File: src/rtl/ibex_cheri_cap_lsu_seq_pkg.sv
// rtl/ibex_cheri_cap_lsu_seq_pkg.sv - shared types and constants for the capability LSU sequencer
package ibex_cheri_cap_lsu_seq_pkg;

  typedef enum logic [2:0] {
    CS_IDLE,
    CS_REQ_LO,
    CS_WAIT_LO,
    CS_REQ_HI,
    CS_WAIT_HI,
    CS_DONE
  } cap_seq_state_e;

  localparam logic [3:0] CAP_BEAT_BE   = 4'b1111;
  localparam logic [1:0] CAP_DATA_TYPE = 2'b11;

endpackage

File: src/rtl/ibex_cheri_cap_lsu_seq.sv
// rtl/ibex_cheri_cap_lsu_seq.sv - splits a 64-bit capability access into two 32-bit bus beats
module ibex_cheri_cap_lsu_seq
  import ibex_cheri_cap_lsu_seq_pkg::*;
#(
  parameter int unsigned CapMemWidth = 64,
  parameter bit          AbortOnErr  = 1'b1
) (
  input  logic                   clk_i,
  input  logic                   rst_i,
  input  logic                   req_i,
  input  logic                   we_i,
  input  logic [31:0]            addr_i,
  input  logic [CapMemWidth-1:0] wdata_i,
  input  logic                   wtag_i,
  output logic                   ready_o,
  output logic                   data_req_o,
  input  logic                   data_gnt_i,
  input  logic                   data_rvalid_i,
  input  logic                   data_err_i,
  output logic [31:0]            data_addr_o,
  output logic                   data_we_o,
  output logic [3:0]             data_be_o,
  output logic [1:0]             data_type_o,
  output logic                   data_cap_o,
  output logic                   data_first_access_o,
  output logic [31:0]            data_wdata_o,
  output logic                   data_wtag_o,
  input  logic [31:0]            data_rdata_i,
  input  logic                   data_rtag_i,
  input  logic                   cheri_exc_i,
  output logic                   done_o,
  output logic [CapMemWidth-1:0] rdata_o,
  output logic                   rtag_o,
  output logic                   err_o,
  output logic                   cheri_err_o,
  output logic                   misaligned_o
);

  cap_seq_state_e         state_q, state_d;
  logic                   we_q, we_d;
  logic [31:3]            addr_q, addr_d;
  logic [CapMemWidth-1:0] wdata_q, wdata_d;
  logic                   wtag_q, wtag_d;
  logic [31:0]            lo_q, lo_d;
  logic                   tag_lo_q, tag_lo_d;
  logic                   err_acc_q, err_acc_d;
  logic                   cheri_acc_q, cheri_acc_d;
  logic [CapMemWidth-1:0] rdata_q, rdata_d;
  logic                   rtag_q, rtag_d;
  logic                   err_q, err_d;
  logic                   cheri_q, cheri_d;
  logic                   mis_q, mis_d;
  logic                   hi_err;

  always_ff @(posedge clk_i) begin
    if (rst_i) begin
      state_q     <= CS_IDLE;
      we_q        <= 1'b0;
      addr_q      <= '0;
      wdata_q     <= '0;
      wtag_q      <= 1'b0;
      lo_q        <= '0;
      tag_lo_q    <= 1'b0;
      err_acc_q   <= 1'b0;
      cheri_acc_q <= 1'b0;
      rdata_q     <= '0;
      rtag_q      <= 1'b0;
      err_q       <= 1'b0;
      cheri_q     <= 1'b0;
      mis_q       <= 1'b0;
    end else begin
      state_q     <= state_d;
      we_q        <= we_d;
      addr_q      <= addr_d;
      wdata_q     <= wdata_d;
      wtag_q      <= wtag_d;
      lo_q        <= lo_d;
      tag_lo_q    <= tag_lo_d;
      err_acc_q   <= err_acc_d;
      cheri_acc_q <= cheri_acc_d;
      rdata_q     <= rdata_d;
      rtag_q      <= rtag_d;
      err_q       <= err_d;
      cheri_q     <= cheri_d;
      mis_q       <= mis_d;
    end
  end

  // Result registers only change on entry to CS_DONE so they hold between completions.
  always_comb begin
    state_d     = state_q;
    we_d        = we_q;
    addr_d      = addr_q;
    wdata_d     = wdata_q;
    wtag_d      = wtag_q;
    lo_d        = lo_q;
    tag_lo_d    = tag_lo_q;
    err_acc_d   = err_acc_q;
    cheri_acc_d = cheri_acc_q;
    rdata_d     = rdata_q;
    rtag_d      = rtag_q;
    err_d       = err_q;
    cheri_d     = cheri_q;
    mis_d       = mis_q;
    hi_err      = err_acc_q | data_err_i;
    unique case (state_q)
      CS_IDLE: begin
        if (req_i) begin
          we_d        = we_i;
          addr_d      = addr_i[31:3];
          wdata_d     = wdata_i;
          wtag_d      = wtag_i;
          err_acc_d   = 1'b0;
          cheri_acc_d = 1'b0;
          if (addr_i[2:0] != 3'b000) begin
            rdata_d = '0;
            rtag_d  = 1'b0;
            err_d   = 1'b0;
            cheri_d = 1'b0;
            mis_d   = 1'b1;
            state_d = CS_DONE;
          end else begin
            state_d = CS_REQ_LO;
          end
        end
      end
      CS_REQ_LO: if (data_gnt_i) state_d = CS_WAIT_LO;
      CS_WAIT_LO: begin
        if (data_rvalid_i) begin
          lo_d        = data_rdata_i;
          tag_lo_d    = data_rtag_i;
          err_acc_d   = data_err_i;
          cheri_acc_d = cheri_exc_i;
          if (AbortOnErr && (data_err_i || cheri_exc_i)) begin
            rdata_d = '0;
            rtag_d  = 1'b0;
            err_d   = data_err_i;
            cheri_d = cheri_exc_i;
            mis_d   = 1'b0;
            state_d = CS_DONE;
          end else begin
            state_d = CS_REQ_HI;
          end
        end
      end
      CS_REQ_HI: if (data_gnt_i) state_d = CS_WAIT_HI;
      CS_WAIT_HI: begin
        if (data_rvalid_i) begin
          err_d   = hi_err;
          cheri_d = cheri_acc_q;
          mis_d   = 1'b0;
          rtag_d  = tag_lo_q & ~hi_err & ~cheri_acc_q;
          rdata_d = (hi_err || cheri_acc_q) ? '0 : {data_rdata_i, lo_q};
          state_d = CS_DONE;
        end
      end
      CS_DONE: state_d = CS_IDLE;
      default: state_d = CS_IDLE;
    endcase
  end

  logic req_lo, req_hi;
  assign req_lo = (state_q == CS_REQ_LO);
  assign req_hi = (state_q == CS_REQ_HI);

  assign ready_o             = (state_q == CS_IDLE);
  assign done_o              = (state_q == CS_DONE);
  assign data_req_o          = req_lo | req_hi;
  assign data_first_access_o = req_lo;
  assign data_cap_o          = (state_q == CS_REQ_LO) || (state_q == CS_WAIT_LO) ||
                               (state_q == CS_REQ_HI) || (state_q == CS_WAIT_HI);
  assign data_addr_o         = req_lo ? {addr_q, 3'b000} : (req_hi ? {addr_q, 3'b100} : 32'h0);
  assign data_we_o           = data_req_o & we_q;
  assign data_wdata_o        = req_lo ? wdata_q[31:0] : (req_hi ? wdata_q[63:32] : 32'h0);
  assign data_wtag_o         = req_lo & wtag_q;
  assign data_be_o           = data_cap_o ? CAP_BEAT_BE : 4'b0000;
  assign data_type_o         = data_cap_o ? CAP_DATA_TYPE : 2'b00;
  assign rdata_o             = rdata_q;
  assign rtag_o              = rtag_q;
  assign err_o               = err_q;
  assign cheri_err_o         = cheri_q;
  assign misaligned_o        = mis_q;

endmodule

File: config.mk
export PLATFORM = sky130hd
export DESIGN_NAME = ibex_cheri_cap_lsu_seq
export DESIGN_NICKNAME = d
export VERILOG_FILES = /design/src/rtl/ibex_cheri_cap_lsu_seq_pkg.sv /design/src/rtl/ibex_cheri_cap_lsu_seq.sv
export SDC_FILE = /design/constraint.sdc
export NUM_CORES = 1
export LEC_CHECK = 0
export BUFFER_PORTS_ARGS = -buffer_cell sky130_fd_sc_hd__buf_2
export CORE_MARGIN = 1
export CORE_UTILIZATION = 50
export CTS_CLUSTER_DIAMETER = 30
export DETAILED_ROUTE_END_ITERATION = 10
export HOLD_SLACK_MARGIN = 0.02
export PLACE_DENSITY = 0.79
export REMOVE_ABC_BUFFERS = 1
export SKIP_LAST_GASP = 1
export SLEW_MARGIN = 20
export SYNTH_ARGS = -nofsm -noshare
export SYNTH_HDL_FRONTEND = slang
export SYNTH_SLANG_ARGS = --single-unit
File: constraint.sdc
create_clock -name clk_i -period 2.25 [get_ports clk_i]
set_input_delay 0.45 -clock clk_i [delete_from_list [all_inputs] [get_ports clk_i]]
set_output_delay 0.45 -clock clk_i [all_outputs]
set_load 0.02 [all_outputs]
==> impl_metrics.tcl <==
set metrics [dict create \
    cts_tree "done" \
    ys_types 32 \
    r2r-end "rdata_o[51]" \
    core_mm2 0.0161 \
    route.vias.total 7567 \
    routed_wl_um 21700 \
    die_area_mm2 0.0173 \
    cts_hold_buf 0 \
    synth_top_area_share_pct 48.1 \
    dpl_cell_area_mm2 0.00988 \
    htree_num_levels 2 \
    crit_chain "nand2b_1 > buf_8 > nor2_1 > and2_1 > buf_2" \
    synth.most_common_cell "nand2_1" \
    vdd_drop_max_mv 0.653 \
    cp.required_ns 1.80 \
    grt_pass1_vias 7178 \
    fin_skew_ns 0.0223 \
    multi_input_area_mm2 0.00394 \
    report.final.hold_viol_count 0 \
    async_reset_ff_share_pct 0 \
    clk_latency_ns 0.50 \
    drive_above_1_share_pct 28.3 \
    io_buffer_count 280 \
    fin_util_pct 69.2 \
    tightest_slew_ns 0.839 \
    yosys_warnings 0 \
    root_buffer "clkbuf_16" \
    cp-startpoint "state_q[2]" \
    worstHoldPathType "input pin to register" \
    dominantRegCellSynth "dfxtp_1" \
    maxCapViolations 0 \
    setup_slack_ns 0.0910 \
    seqCellArea_mm2 0.00403 \
    fill_cells 1285 \
    ys_top_cells_by_area "dfxtp_1, nand2_1, mux2i_1, a21oi_1, nand2b_1" \
    num_rows 46 \
    max_freq_mhz 463 \
    wl_per_cell_um 14.3 \
    synth_edf_count 0 \
    ys_seq_area_share_pct 48.1 \
    syn_area_per_cell_um2 8.22 \
    track_usage_pct 24.4 \
    fin_area_mm2 0.0112 \
    cp-start-kind "register" \
    crit_path_top_delay_cell "dfxtp_4" \
    diodes 0 \
    ant_nets 0 \
    clkPwrFrac_pct 46.1 \
    placed_cells 1447 \
    comb_power_share_pct 19.5 \
    via_per_inst 4.99 \
    power_switching_mw 3.33 \
    holdWs_ns 0.186 \
    area_growth_pct 33.3 \
    synth.largest_area_cell "dfxtp_1" \
    numCtsBuffers 37 \
    status "complete, no violations" \
    synthTopCellsByCount "nand2_1, dfxtp_1, a21oi_1, mux2i_1, nand2b_1" \
    r2r_slack_ns 0.44 \
    antenna_found_initial 0 \
    clk_pin_slew_ns 0.05 \
    synth_area_mm2 0.00837 \
    fin_nets 1408 \
    setup.worst_path.end "data_wtag_o" \
    crit_arrival_ns 1.71 \
    io_pins 283 \
    end_kind "output port" \
    slew_headroom_pct 44.1 \
    period_needed_ns 2.16 \
    fin_cells 1515 \
    rsz0062_at_grt "yes" \
    p_per_area_mw_per_mm2 1040 \
    post-dp-hpwl_um 13700 \
    slowest_delay_ns 0.41 \
    netSwitchingFraction_pct 28.6 \
    setup_viol 0 \
    first_iter_violations 460 \
    crit-reg2reg-launch "state_q[1]" \
    internal_power_mw 8.30 \
    synth-seq-cells 201 \
    grt_max_degree 205 \
    first_pass_iters 5 \
    path_class "register to output port" \
    start_util_pct 52.0 \
    seqPwrFrac_pct 34.4 \
    cts_setup_buffers 0 \
    slew_violations 0 \
    cts.sinks 201 \
    die_w_um 131 \
    drc 0 \
    cts_max_path_buffers 3 \
    die_h_um 131 \
    reg2regPathDepth 5 \
    path_max_fanout 33 \
    syn_inst 1018 \
    p_leak_nw 4.96 \
    gp_congestion 0.811 \
    fin_crit_sh_pct 96.0 \
    grt-ovfl-total 0 \
    grt_pass1_wl_um 34600 \
    dpl_worst_slack_ns 0.262 \
]
[sequential cells by signal, summed over array words and instances (netlist names)]
register,count
wdata_q,64
cheri_err_o,1
we_q,1
state_q,3
addr_q,29
rtag_o,1
wtag_q,1
cheri_acc_q,1
err_acc_q,1
lo_q,32
rdata_o,64
err_o,1
tag_lo_q,1
misaligned_o,1
[worst min-delay path by stage]
stage                 from     endpoint  slack (ns)  depth (start not counted)
2_1_floorplan   addr_q[10]   addr_q[10]        0.43                          2
3_3_place_gp    addr_q[14]   addr_q[14]        0.44                          2
3_5_place_dp    addr_q[25]   addr_q[25]        0.44                          2
4_1_cts        wdata_i[30]  wdata_q[30]        0.17                          3
5_1_grt         wdata_i[9]   wdata_q[9]        0.17                          3
6_report       wdata_i[13]  wdata_q[13]        0.19                          3
[critical path, delay by kind of cell, from the launching register on]
| family | cells | cell delay, ns |
|---|---|---|
| buffers and inverters | 2 | 0.40 |
| DFF | 1 | 0.41 |
| and+or+nand+nor | 3 | 0.41 |
[timing repair]
action,4_1_cts,5_1_grt
endpoints found under the setup margin,72,65
gates cloned,0,0
pin swaps,0,1
resized for setup,3,8
[final cells by class]
| class | instances | area share, % |
|---|---|---|
| sequential | 201 | 36.1 |
| multi-input combinational | 729 | 35.3 |
| timing repair buffer | 299 | 15.0 |
| clock buffer | 50 | 9.09 |
| tap | 216 | 2.42 |
| clock inverter | 18 | 2.03 |
| inverter | 2 | 0.0673 |
[metal layers]
layer / wire [um] / vias up / part of all wire, % / GRT usage, %
met5: 0 / - / 0 / 0
li1: - / 3796 / - / -
met4: 500 / 0 / 2.3 / 8.66
met3: 1760 / 33 / 8.1 / 8.26
met1: 9040 / 3448 / 42 / 29.3
met2: 10400 / 290 / 48 / 40.5
[stage by stage]
stage | setup TNS, ns | power [mW]
CTS | 0 | 11.7
detailed placement | 0 | 6.29
floorplan | -353.72 | 5.51
global route | -0.0237 | 12.1
finish | 0 | 11.6
global placement | 0 | 6.27
[cell usage in the layout (no fill, tap or decap), types with 2 or more instances in the layout]
cell        netlist  layout
nand2_1         324     323
buf_2            16     279
dfxtp_1         201     199
a21oi_1         129     129
mux2i_1          99      99
nand2b_1         68      68
nor2_1           41      40
clkbuf_16         0      37
and2_1           36      35
clkbuf_1         52       9
buf_12            0       9
clkinv_4          0       8
buf_4            11       8
nor2b_1           6       6
clkbuf_8          0       4
o21ai_0           3       3
a22oi_1           3       3
bufinv_16         0       3
nor3_1            2       2
inv_1             2       2
mux2_1            2       2
conb_1            1       2
clkinv_8          0       2
clkinv_2          0       2
clkinvlp_4        0       2
buf_6             7       2
[power by group through the flow]
stage / registers [mW] / clock network (mW) / logic, mW
finish: 4.00 / 5.36 / 2.27
global placement: 4.04 / 0 / 2.22
detailed placement: 4.05 / 0 / 2.24
global route: 4.03 / 5.64 / 2.47
floorplan: 4.10 / 0 / 1.42
CTS: 3.99 / 5.45 / 2.26
[kinds of logic after synthesis]
family / synth area share (%)
AOI/OAI and AO/OA: 9.29
DFF: 48.1
muxes: 12.1
and+or+nand+nor: 25.0
xor gates and xnor gates: 0.105
other: 0.0448
buffers and inverters: 5.35
(Power assumes the default switching activity.)
